<file path="config.mk">
export PLATFORM = sky130hd
export DESIGN_NAME = step_clk_ctrl
export DESIGN_NICKNAME = d
export VERILOG_FILES = /design/src/rtl/step_clk_ctrl.sv
export SDC_FILE = /design/constraint.sdc
export NUM_CORES = 1
export LEC_CHECK = 0
export ABC_AREA = 1
export BUFFER_PORTS_ARGS = -buffer_cell sky130_fd_sc_hd__buf_2
export CORE_UTILIZATION = 60
export DETAILED_ROUTE_END_ITERATION = 10
export HOLD_SLACK_MARGIN = 0.05
export PLACE_DENSITY = 0.81
export SYNTH_ARGS = -nofsm -noshare
export SYNTH_HDL_FRONTEND = slang
export SYNTH_SLANG_ARGS = --single-unit
export TNS_END_PERCENT = 10
</file>
<file path="constraint.sdc">
create_clock -name clk -period 7 [get_ports clk]
set_clock_uncertainty 0.2 [all_clocks]
set_input_delay 0 -clock clk [delete_from_list [all_inputs] [get_ports clk]]
set_output_delay 0 -clock clk [all_outputs]
set_load 0.01 [all_outputs]
</file>
<file path="src/rtl/step_clk_ctrl.sv">
// step_clk_ctrl: CPU execution clock-enable generator.
// Single-steps from a debounced push-button; with STEP_CLK_AUTORUN_EN defined
// it also free-runs while sw_run is held. Counts issued clk_on pulses.
module step_clk_ctrl #(
  parameter int unsigned DEBOUNCE_CYCLES = 1000000,
  parameter int unsigned PULSE_CYCLES    = 5,
  parameter int unsigned CNT_W           = 20
) (
  input  logic        clk,
  input  logic        rst,
  input  logic        btn_step,
  input  logic        sw_run,
  output logic        clk_on,
  output logic        busy,
  output logic [31:0] pulse_cnt
);

  localparam int unsigned      PH_W    = (PULSE_CYCLES > 1) ? $clog2(PULSE_CYCLES) : 1;
  localparam logic [CNT_W-1:0] DB_LAST = CNT_W'(DEBOUNCE_CYCLES - 1);
  localparam logic [PH_W-1:0]  PH_LAST = PH_W'(PULSE_CYCLES - 1);

  typedef enum logic [1:0] {IDLE, HIGH, LOW} state_t;

  state_t           state, state_nx;
  logic [PH_W-1:0]  ph, ph_nx;
  logic             btn_s1, btn_sync;
  logic             btn_db, btn_db_q;
  logic [CNT_W-1:0] db_cnt;
  logic             step_ev;
  logic             run_sync;
  logic             enter_high;

  // Two-flop synchronizer for the step button
  always_ff @(posedge clk or posedge rst) begin
    if (rst) begin
      btn_s1   <= 1'b0;
      btn_sync <= 1'b0;
    end else begin
      btn_s1   <= btn_step;
      btn_sync <= btn_s1;
    end
  end

`ifdef STEP_CLK_AUTORUN_EN
  logic run_s1;

  // Two-flop synchronizer for the free-run switch
  always_ff @(posedge clk or posedge rst) begin
    if (rst) begin
      run_s1   <= 1'b0;
      run_sync <= 1'b0;
    end else begin
      run_s1   <= sw_run;
      run_sync <= run_s1;
    end
  end
`else
  logic unused_sw_run;
  assign unused_sw_run = sw_run;
  assign run_sync      = 1'b0;
`endif

  // Debounce: accept a new level only after DEBOUNCE_CYCLES consecutive differing samples
  always_ff @(posedge clk or posedge rst) begin
    if (rst) begin
      db_cnt   <= '0;
      btn_db   <= 1'b0;
      btn_db_q <= 1'b0;
    end else begin
      btn_db_q <= btn_db;
      if (btn_sync == btn_db) begin
        db_cnt <= '0;
      end else if (db_cnt == DB_LAST) begin
        btn_db <= btn_sync;
        db_cnt <= '0;
      end else begin
        db_cnt <= db_cnt + CNT_W'(1);
      end
    end
  end

  assign step_ev = btn_db & ~btn_db_q;

  // Next-state and phase counter; events outside IDLE are simply not looked at
  always_comb begin
    state_nx = state;
    ph_nx    = ph + PH_W'(1);
    case (state)
      IDLE: begin
        ph_nx = '0;
        if (step_ev || run_sync) state_nx = HIGH;
      end
      HIGH: begin
        if (ph == PH_LAST) begin
          state_nx = LOW;
          ph_nx    = '0;
        end
      end
      LOW: begin
        if (ph == PH_LAST) begin
          state_nx = run_sync ? HIGH : IDLE;
          ph_nx    = '0;
        end
      end
      default: begin
        state_nx = IDLE;
        ph_nx    = '0;
      end
    endcase
  end

  assign enter_high = (state_nx == HIGH) && (state != HIGH);

  // State, phase, registered clk_on and pulse counter
  always_ff @(posedge clk or posedge rst) begin
    if (rst) begin
      state     <= IDLE;
      ph        <= '0;
      clk_on    <= 1'b0;
      pulse_cnt <= '0;
    end else begin
      state     <= state_nx;
      ph        <= ph_nx;
      clk_on    <= (state_nx == HIGH);
      pulse_cnt <= pulse_cnt + {31'd0, enter_high};
    end
  end

  assign busy = (state != IDLE);

endmodule

</file>
# == Word-level counts from Yosys, hierarchy flattened ==
# Cells that the tools add are included.
# classes
n_addsub,3
n_eq_ne,7
muxes,8
bitwise_logic,3
n_reduce_logical,5
# op_table
cell,n
two-way mux 20 bit,2
adder 32 x 1 -> 32 bit,1
adder 20 x 1 -> 20 bit (second input constant),1
== test 20 bit (second input constant),1
two-way mux 2 bit,3
two-way mux 3 bit,2
one-hot mux 2 bit (3 select lines),1
== test 2 x 1 -> 1 bit (second input constant),2
adder 3 x 1 -> 3 bit (second input constant),1
== test 3 bit (second input constant),1
== test 2 bit (second input constant),1
zero test 2 bit,1
!= test 2 x 1 -> 1 bit (second input constant),1
NOT 1 bit,2
AND reduction 2 bit,1
nonzero test 2 bit,1
OR reduction 2 bit,1
AND 1 bit,1
== test 1 bit,1
logical AND 1 bit,1
# word_totals
ff_bits,62
inputBits,4
output_inout_bits,34
wordCells,35

# == Depth between registers and ports, before layout ==
# Gate-level depths: netlist (run 1).
# depth
word_depth,7
depth_mapped,16
depth_no_buf,16

# == Worst setup path after synthesis (run 1) ==
# OpenSTA, ideal clock, no wires.
# synth_path
path_type,flip-flop to flip-flop
start,reg ph[0]
end,reg pulse_cnt[28]
setup_time_ns,0.117
arrival_ns,2.216
required_ns,6.683
setup_slack_ns,4.468
stages_incl_launch_ff,17
n_path_buf,0
cell_sequence,dfrtp_1 > inv_1 > ha_1 > nand2_1 > inv_1 > o21ai_0 > nand3_1 > nor3_1 > ha_1 > ha_1 > nand2_1 > nor2_2 > inv_2 > nor2_2 > nand2_1 > nand2_1 > nand2_1
# synth_between
elab_chain_cells,6
elab_cells_between_ends,7
classes_between,add/sub (1); eq/ne (2); mux (3); reduce/logical (1)
# synth_lines
element,line,rtl
"start, declared",25,"logic [PH_W-1:0] ph, ph_nx;"
"start signal, assigned",123,ph <= ph_nx;
== test 3 bit (*),"94, 100",
"two-way mux 2 bit, on equally long branches","100, 94",
one-hot mux 2 bit (3 select lines) (*),88,case (state)
== test 2 x 1 -> 1 bit (*),112,assign enter_high = (state_nx == HIGH) && (state != HIGH);
logical AND 1 bit (*),112,
adder 32 x 1 -> 32 bit (*),125,"pulse_cnt <= pulse_cnt + {31'd0, enter_high};"
"end signal, assigned",125,
"end, declared",15,output logic [31:0] pulse_cnt
# Every way passes the cells marked *; elsewhere a longest branch is shown, timed or not.
# A chain may end at the register's enable or synchronous reset.

# == Final worst setup path (run 1) ==
# Same ends and word-level chain as after synthesis.

==> flow_summary.toml, run 1 <==
[run_status]
status = "complete, no violations"

[timing]
finalSetupTns_ns = 0
slew-limit-headroom_pct = 48.4
clock.fmax_mhz = 339
finalSetupViolations = 0
hold_viol = 0
worstMarginPinSlew_ns = 0.774
rsz0062_at_grt = "no"
period_share_pct = 42.1
finalMaxSlewViolations = 0
min_period_ns = 2.95

[clock_network]
cts_buffer_depth = 2
cts_resized = 0
cts_root_buffer = "clkbuf_8"
clk-insertion-delay-late_ns = 0.34
h-tree-depth = 3
cts_made_buffers = 9
path_clk_slew_ns = 0.07
cts_tree = "yes"
cts.sinks = 62
cts_hold_buf = 2
cts_setup_buffers = 0

[synth]
synth_top_area_share_pct = 44.9
ys_types = 30
synth_area_leader_cell = "dfrtp_1"
yosys_most_used_dff = "dfrtp_1"
ys_seq_elements = 62
ys.warnings.count = 0
synth_area_sq_um = 3460
yosysSeqAreaShare_pct = 44.9
synth_edf_count = 0
async_reset_ff_share_pct = 100
avgSynthCellArea_sq_um = 8.11
synthCells = 426
syn-num-nets = 439
synth_top_cells_by_area = "dfrtp_1 (45%), nand2_1 (13%), nor2_1 (6.8%), inv_1 (5.0%), xor2_1 (4.3%)"

[floorplan]
initial_core_util_pct = 62.4
die_h_microns = 77.9
core_area_sq_um = 5540
chipWidth_microns = 77.9
rows = 27
ios = 38
die_area_sq_um = 6070

[power_and_ir_drop]
intPower_uw = 582
cellPowerDensity_nw_per_um2 = 185
p_leak_nw = 1.99
clkPwrFrac_pct = 48.6
p_switching_uw = 151
switching_share_pct = 20.6
ir_worst_vdd_uv = 115
pwr-share-comb_pct = 2.0
seq_power_share_pct = 49.3

[finish]
drive_above_1_share_pct = 18.6
antenna_cells = 0
final_cells = 550
nNetsFinal = 487
area_growth_pct = 14.8

[routing]
route.met3.wl_microns = 434
drt_iter0_markers = 172
wl_per_cell_microns = 13.6
vias = 2926
wl_met1_mm = 3.37
dr.max_layer_used = "met4"
drt-pass1-iter-count = 5
postRouteAntennaNets = 0
wl_met2_mm = 3.57
route.detailed.drc = 0
viasPerCell = 5.32
wl_mm = 7.50

[global_route]
grt_pass1_wl_mm = 12.6
track_usage_pct = 26.9
grt_max_degree = 63
grt_pass1_vias = 2826
antenna_found_initial = 0
gr-total-overflow = 0

[critical_path]
cp_max_fo = 6
crit_arrival_ns = 2.98
critPathKind = "flop to flop"
critPathLaunchType = "flop"
worstPathRequired_ns = 7.03
cp-end-kind = "flop"

[hold_path]
hp-class = "input port to flop"

[placed_design]
dp_cells = 533
numPortBuffers = 36
hpwlAfterDp_mm = 5.29
place_congestion = 0.892

[job]
maxCapViolCount = 0
## state kept, by name (all words and copies together), names as in the netlist
name and cells:
btn_db 1, db_cnt 20, btn_s1 1, btn_sync 1
ph 3, clk_on 1, btn_db_q 1, pulse_cnt 32
state 2
## power groups by stage
stage	registers (mW)	logic [mW]	clock network, mW
after global placement	0.369	0.0143	0
after floorplan	0.368	0.0105	0
after detailed placement	0.369	0.0147	0
after CTS	0.362	0.0158	0.361
after global routing	0.362	0.0179	0.375
final	0.362	0.0150	0.357
## final cells by class
type	instances	area, sq um
repair buffers	39	208
clock buffers	12	155
multi-input cells	311	1700
clock inverters	3	67.6
well taps	72	90.1
fillers	459	1570
flip-flops and latches	62	1550
inverters	51	191
## layer usage
| layer | up-vias | global-route usage [%] |
|---|---|---|
| li1 | 1423 | - |
| met1 | 1384 | 34.9 |
| met2 | 104 | 44.2 |
| met3 | 15 | 5.41 |
| met4 | 0 | 11.3 |
| met5 | - | 0 |
## critical path, cell delays in order (launching register included)
cell,delay [ns]
dfrtp_1,0.38
inv_1,0.05
ha_1,0.19
nand2_1,0.11
inv_1,0.07
o21ai_0,0.15
nand3_1,0.13
nor3_1,0.21
ha_1,0.26
ha_1,0.37
nand2_1,0.11
nor2_2,0.19
inv_2,0.05
nor2_2,0.18
nand2_1,0.08
nand2_1,0.06
nand2_1,0.05
## path summary, 6_finish.rpt
check | slack (ns) | to | from | depth (start not counted)
hold reg to reg | 0.15 | btn_sync | btn_s1 | 0
min in group asynchronous | 0.23 | db_cnt[17] | rst | 4
hold / removal | 0.12 | btn_s1 | btn_step | 2
setup reg to reg | 4.05 | pulse_cnt[28] | ph[0] | 16
setup / recovery | 4.05 | pulse_cnt[28] | ph[0] | 16
max in group asynchronous | 5.85 | db_cnt[8] | rst | 4
## synth_stat cells, types with 5 or more instances
library cell,number
xor2_1,17
inv_1,46
nor3_1,9
a21oi_1,5
dfrtp_1,62
inv_2,5
nor2_2,11
xnor2_1,9
nand2_2,6
ha_1,9
nand4_1,10
nor2_1,63
nand3_1,26
nand2_1,116
nand3b_1,7
## through the flow
stage | hold slack [ns] | instance area (sq um) | setup WS, ns | power, mW | util [%]
6_report | 0.115 | 3970 | 4.05 | 0.734 | 71.6
5_1_grt | 0.101 | 3970 | 3.80 | 0.755 | 71.6
4_1_cts | 0.0979 | 3970 | 4.07 | 0.738 | 71.6
3_5_place_dp | -0.0902 | 3720 | 4.11 | 0.384 | 67.2
3_3_place_gp | -0.0906 | 3720 | 4.20 | 0.383 | 67.2
2_1_floorplan | -0.169 | 3460 | 4.47 | 0.379 | -
## kinds of logic (layout without fill, tap and decap cells)
family	after synthesis	count (layout)	share of synthesized area, %
AO/OA/AOI/OAI	11	11	1.74
buffers and inverters	53	105	5.83
XOR/XNOR	28	28	7.53
flip-flops	62	62	44.9
AND/OR/NAND/NOR	263	263	36.7
adder cells (fa/ha/maj)	9	9	3.26
## cells in the final DEF (no fill, tap or decap), types with 2 or more instances in the layout
cell,Yosys,final
a21oi_1,5,5
buf_2,2,36
bufinv_16,0,2
clkbuf_8,0,11
dfrtp_1,62,62
dlygate4sd3_1,0,2
ha_1,9,9
inv_1,46,45
inv_2,5,6
nand2_1,116,116
nand2_2,6,6
nand3_1,26,26
nand3_4,3,3
nand3b_1,7,7
nand4_1,10,10
nor2_1,63,63
nor2_2,11,11
nor2_4,2,2
nor2_8,2,2
nor3_1,9,9
nor3_2,2,2
nor3_4,2,2
o21ai_0,2,2
o21ai_1,2,2
xnor2_1,9,9
xor2_1,17,17
xor2_2,2,2
Note: power is estimated with default switching activity, not from simulation.
==> run 2, diff against run 1 <==
CORE_UTILIZATION = 59   (was 60)
PLACE_DENSITY = 0.8   (was 0.81)
clock period = 3.1 ns   (was 7 ns; I/O delays follow)
==> flow_summary.toml, run 2 (same netlist as run 1, synthesis figures left out) <==
[floorplan]
die_h_microns = 78.5
initial_core_util_pct = 62.0
ios = 38
die_area_sq_um = 6170
core_area_sq_um = 5570
rows = 27
chipWidth_microns = 78.5

[routing]
drt_iter0_markers = 241
route.detailed.drc = 0
drt-pass1-iter-count = 6
postRouteAntennaNets = 0
wl_per_cell_microns = 13.5
vias = 2926
wl_mm = 7.44
viasPerCell = 5.30

[placed_design]
place_congestion = 0.949
dp_cells = 534
numPortBuffers = 36
hpwlAfterDp_mm = 5.41
dp_slack_ns = 0.409

[finish]
nNetsFinal = 488
drive_above_1_share_pct = 19.0
regMostFlops = "pulse_cnt"
antenna_cells = 0
area_growth_pct = 15.3
largestRegisters = "pulse_cnt: 32 flops, db_cnt: 20 flops, ph: 3 flops"
most-common-layout-cells = "nand2_1 (116), nor2_1 (63), dfrtp_1 (62)"
largest_reg_flops = 32
final_common_cell = "nand2_1"
final_cells = 552

[critical_path]
cp_max_fo = 3
worstReg2RegEnd = "pulse_cnt[28]"
r2r_cells = 16
worstPathRequired_ns = 3.14
cp-end-kind = "flop"
critPathLaunchType = "flop"
crit_arrival_ns = 2.75
critPathKind = "flop to flop"
r2r_setup_slack_ns = 0.39
r2r_start = "ph[0]"

[global_route]
grt_pass1_vias = 2802
track_usage_pct = 27.1
grt_max_degree = 44
grt_pass1_wl_mm = 12.7
gr-total-overflow = 0
antenna_found_initial = 0

[clock_network]
path_clk_slew_ns = 0.07
cts_tree = "yes"
h-tree-depth = 3
cts_setup_buffers = 0
cts.sinks = 62
cts_root_buffer = "clkbuf_8"
clk-insertion-delay-late_ns = 0.34
cts_buffer_depth = 2
cts_made_buffers = 9

[hold_path]
min_path_cells = 2
min_from = "btn_step"
min_to = "btn_s1"
hp-class = "input port to flop"

[job]
maxCapViolCount = 0

[timing]
finalMaxSlewViolations = 0
finalSetupViolations = 0
timing.hold.ws_ns = 0.112
period_share_pct = 87.4
clock.fmax_mhz = 369
rsz0062_at_grt = "no"
min_period_ns = 2.71
worstMarginPinSlew_ns = 0.913
finalWorstSetupSlack_ns = 0.390
hold_viol = 0
slew-limit-headroom_pct = 39.0
finalSetupTns_ns = 0

[power_and_ir_drop]
ir_worst_vdd_uv = 265
cellPowerDensity_nw_per_um2 = 422
p_leak_nw = 2.01

[run_status]
status = "complete, no violations"
-- run 2: cell count changes in the layout (fill, tap and decap cells not counted), sizes merged --
cell	before	now
clkbuf	12	13
clkinv	0	1
buf	37	38
clkinvlp	1	0
-- run 2: report_power, final --
part           internal, mW  switching (mW)  leakage (nW)
sequential            0.813         0.00422         0.859
clock                 0.518           0.313         0.120
combinational       0.00836          0.0254          1.03
total                  1.34           0.343          2.01
-- run 2: per-layer routing --
metal | GRT usage [%] | vias to the layer above | share of wire, %
met3 | 5.81 | 11 | 5.2
li1 | - | 1431 | -
met2 | 43.7 | 92 | 49
met5 | 0 | - | 0
met4 | 11.5 | 0 | 1.1
met1 | 35.3 | 1392 | 45
-- run 2: final cells by class --
type                       instances  area, sq um
tap                               72         90.1
multi-input combinational        311         1700
clock buffer                      13          169
timing repair buffer              40          215
sequential                        62         1550
fill                             457         1590
clock inverter                     3         65.1
inverter                          51          191
-- run 2: stage by stage --
step / utilization, % / power (mW) / instance area, sq um
floorplan: - / 0.856 / 3460
global placement: 66.9 / 0.865 / 3730
detailed placement: 66.9 / 0.866 / 3730
CTS: 71.5 / 1.69 / 3990
global route: 71.5 / 1.74 / 3990
finish: 71.5 / 1.68 / 3990
-- run 2: worst max-delay path by stage --
| stage | from | slack, ns | to |
|---|---|---|---|
| after floorplan | ph[0] | 0.57 | pulse_cnt[28] |
| after global placement | ph[0] | 0.49 | pulse_cnt[28] |
| after CTS | ph[0] | 0.36 | pulse_cnt[28] |
| after global routing | ph[0] | 0.18 | pulse_cnt[28] |
| after detailed placement | ph[0] | 0.41 | pulse_cnt[28] |
| final | ph[0] | 0.39 | pulse_cnt[28] |
-- run 2: timing repair --
item	CTS	global route
endpoints found under the hold margin	43	0
hold buffers	2	0
gates resized for setup	0	0
-- run 2: worst max-delay path, stage by stage (launching register included) --
cell,delay [ns]
dfrtp_1,0.37
inv_1,0.06
ha_1,0.19
nand2_1,0.10
inv_1,0.07
o21ai_0,0.14
nand3_1,0.13
nor3_1,0.21
ha_1,0.26
ha_1,0.20
nand2_1,0.09
nor2_2,0.19
inv_2,0.05
nor2_2,0.16
nand2_1,0.07
nand2_1,0.06
nand2_1,0.05
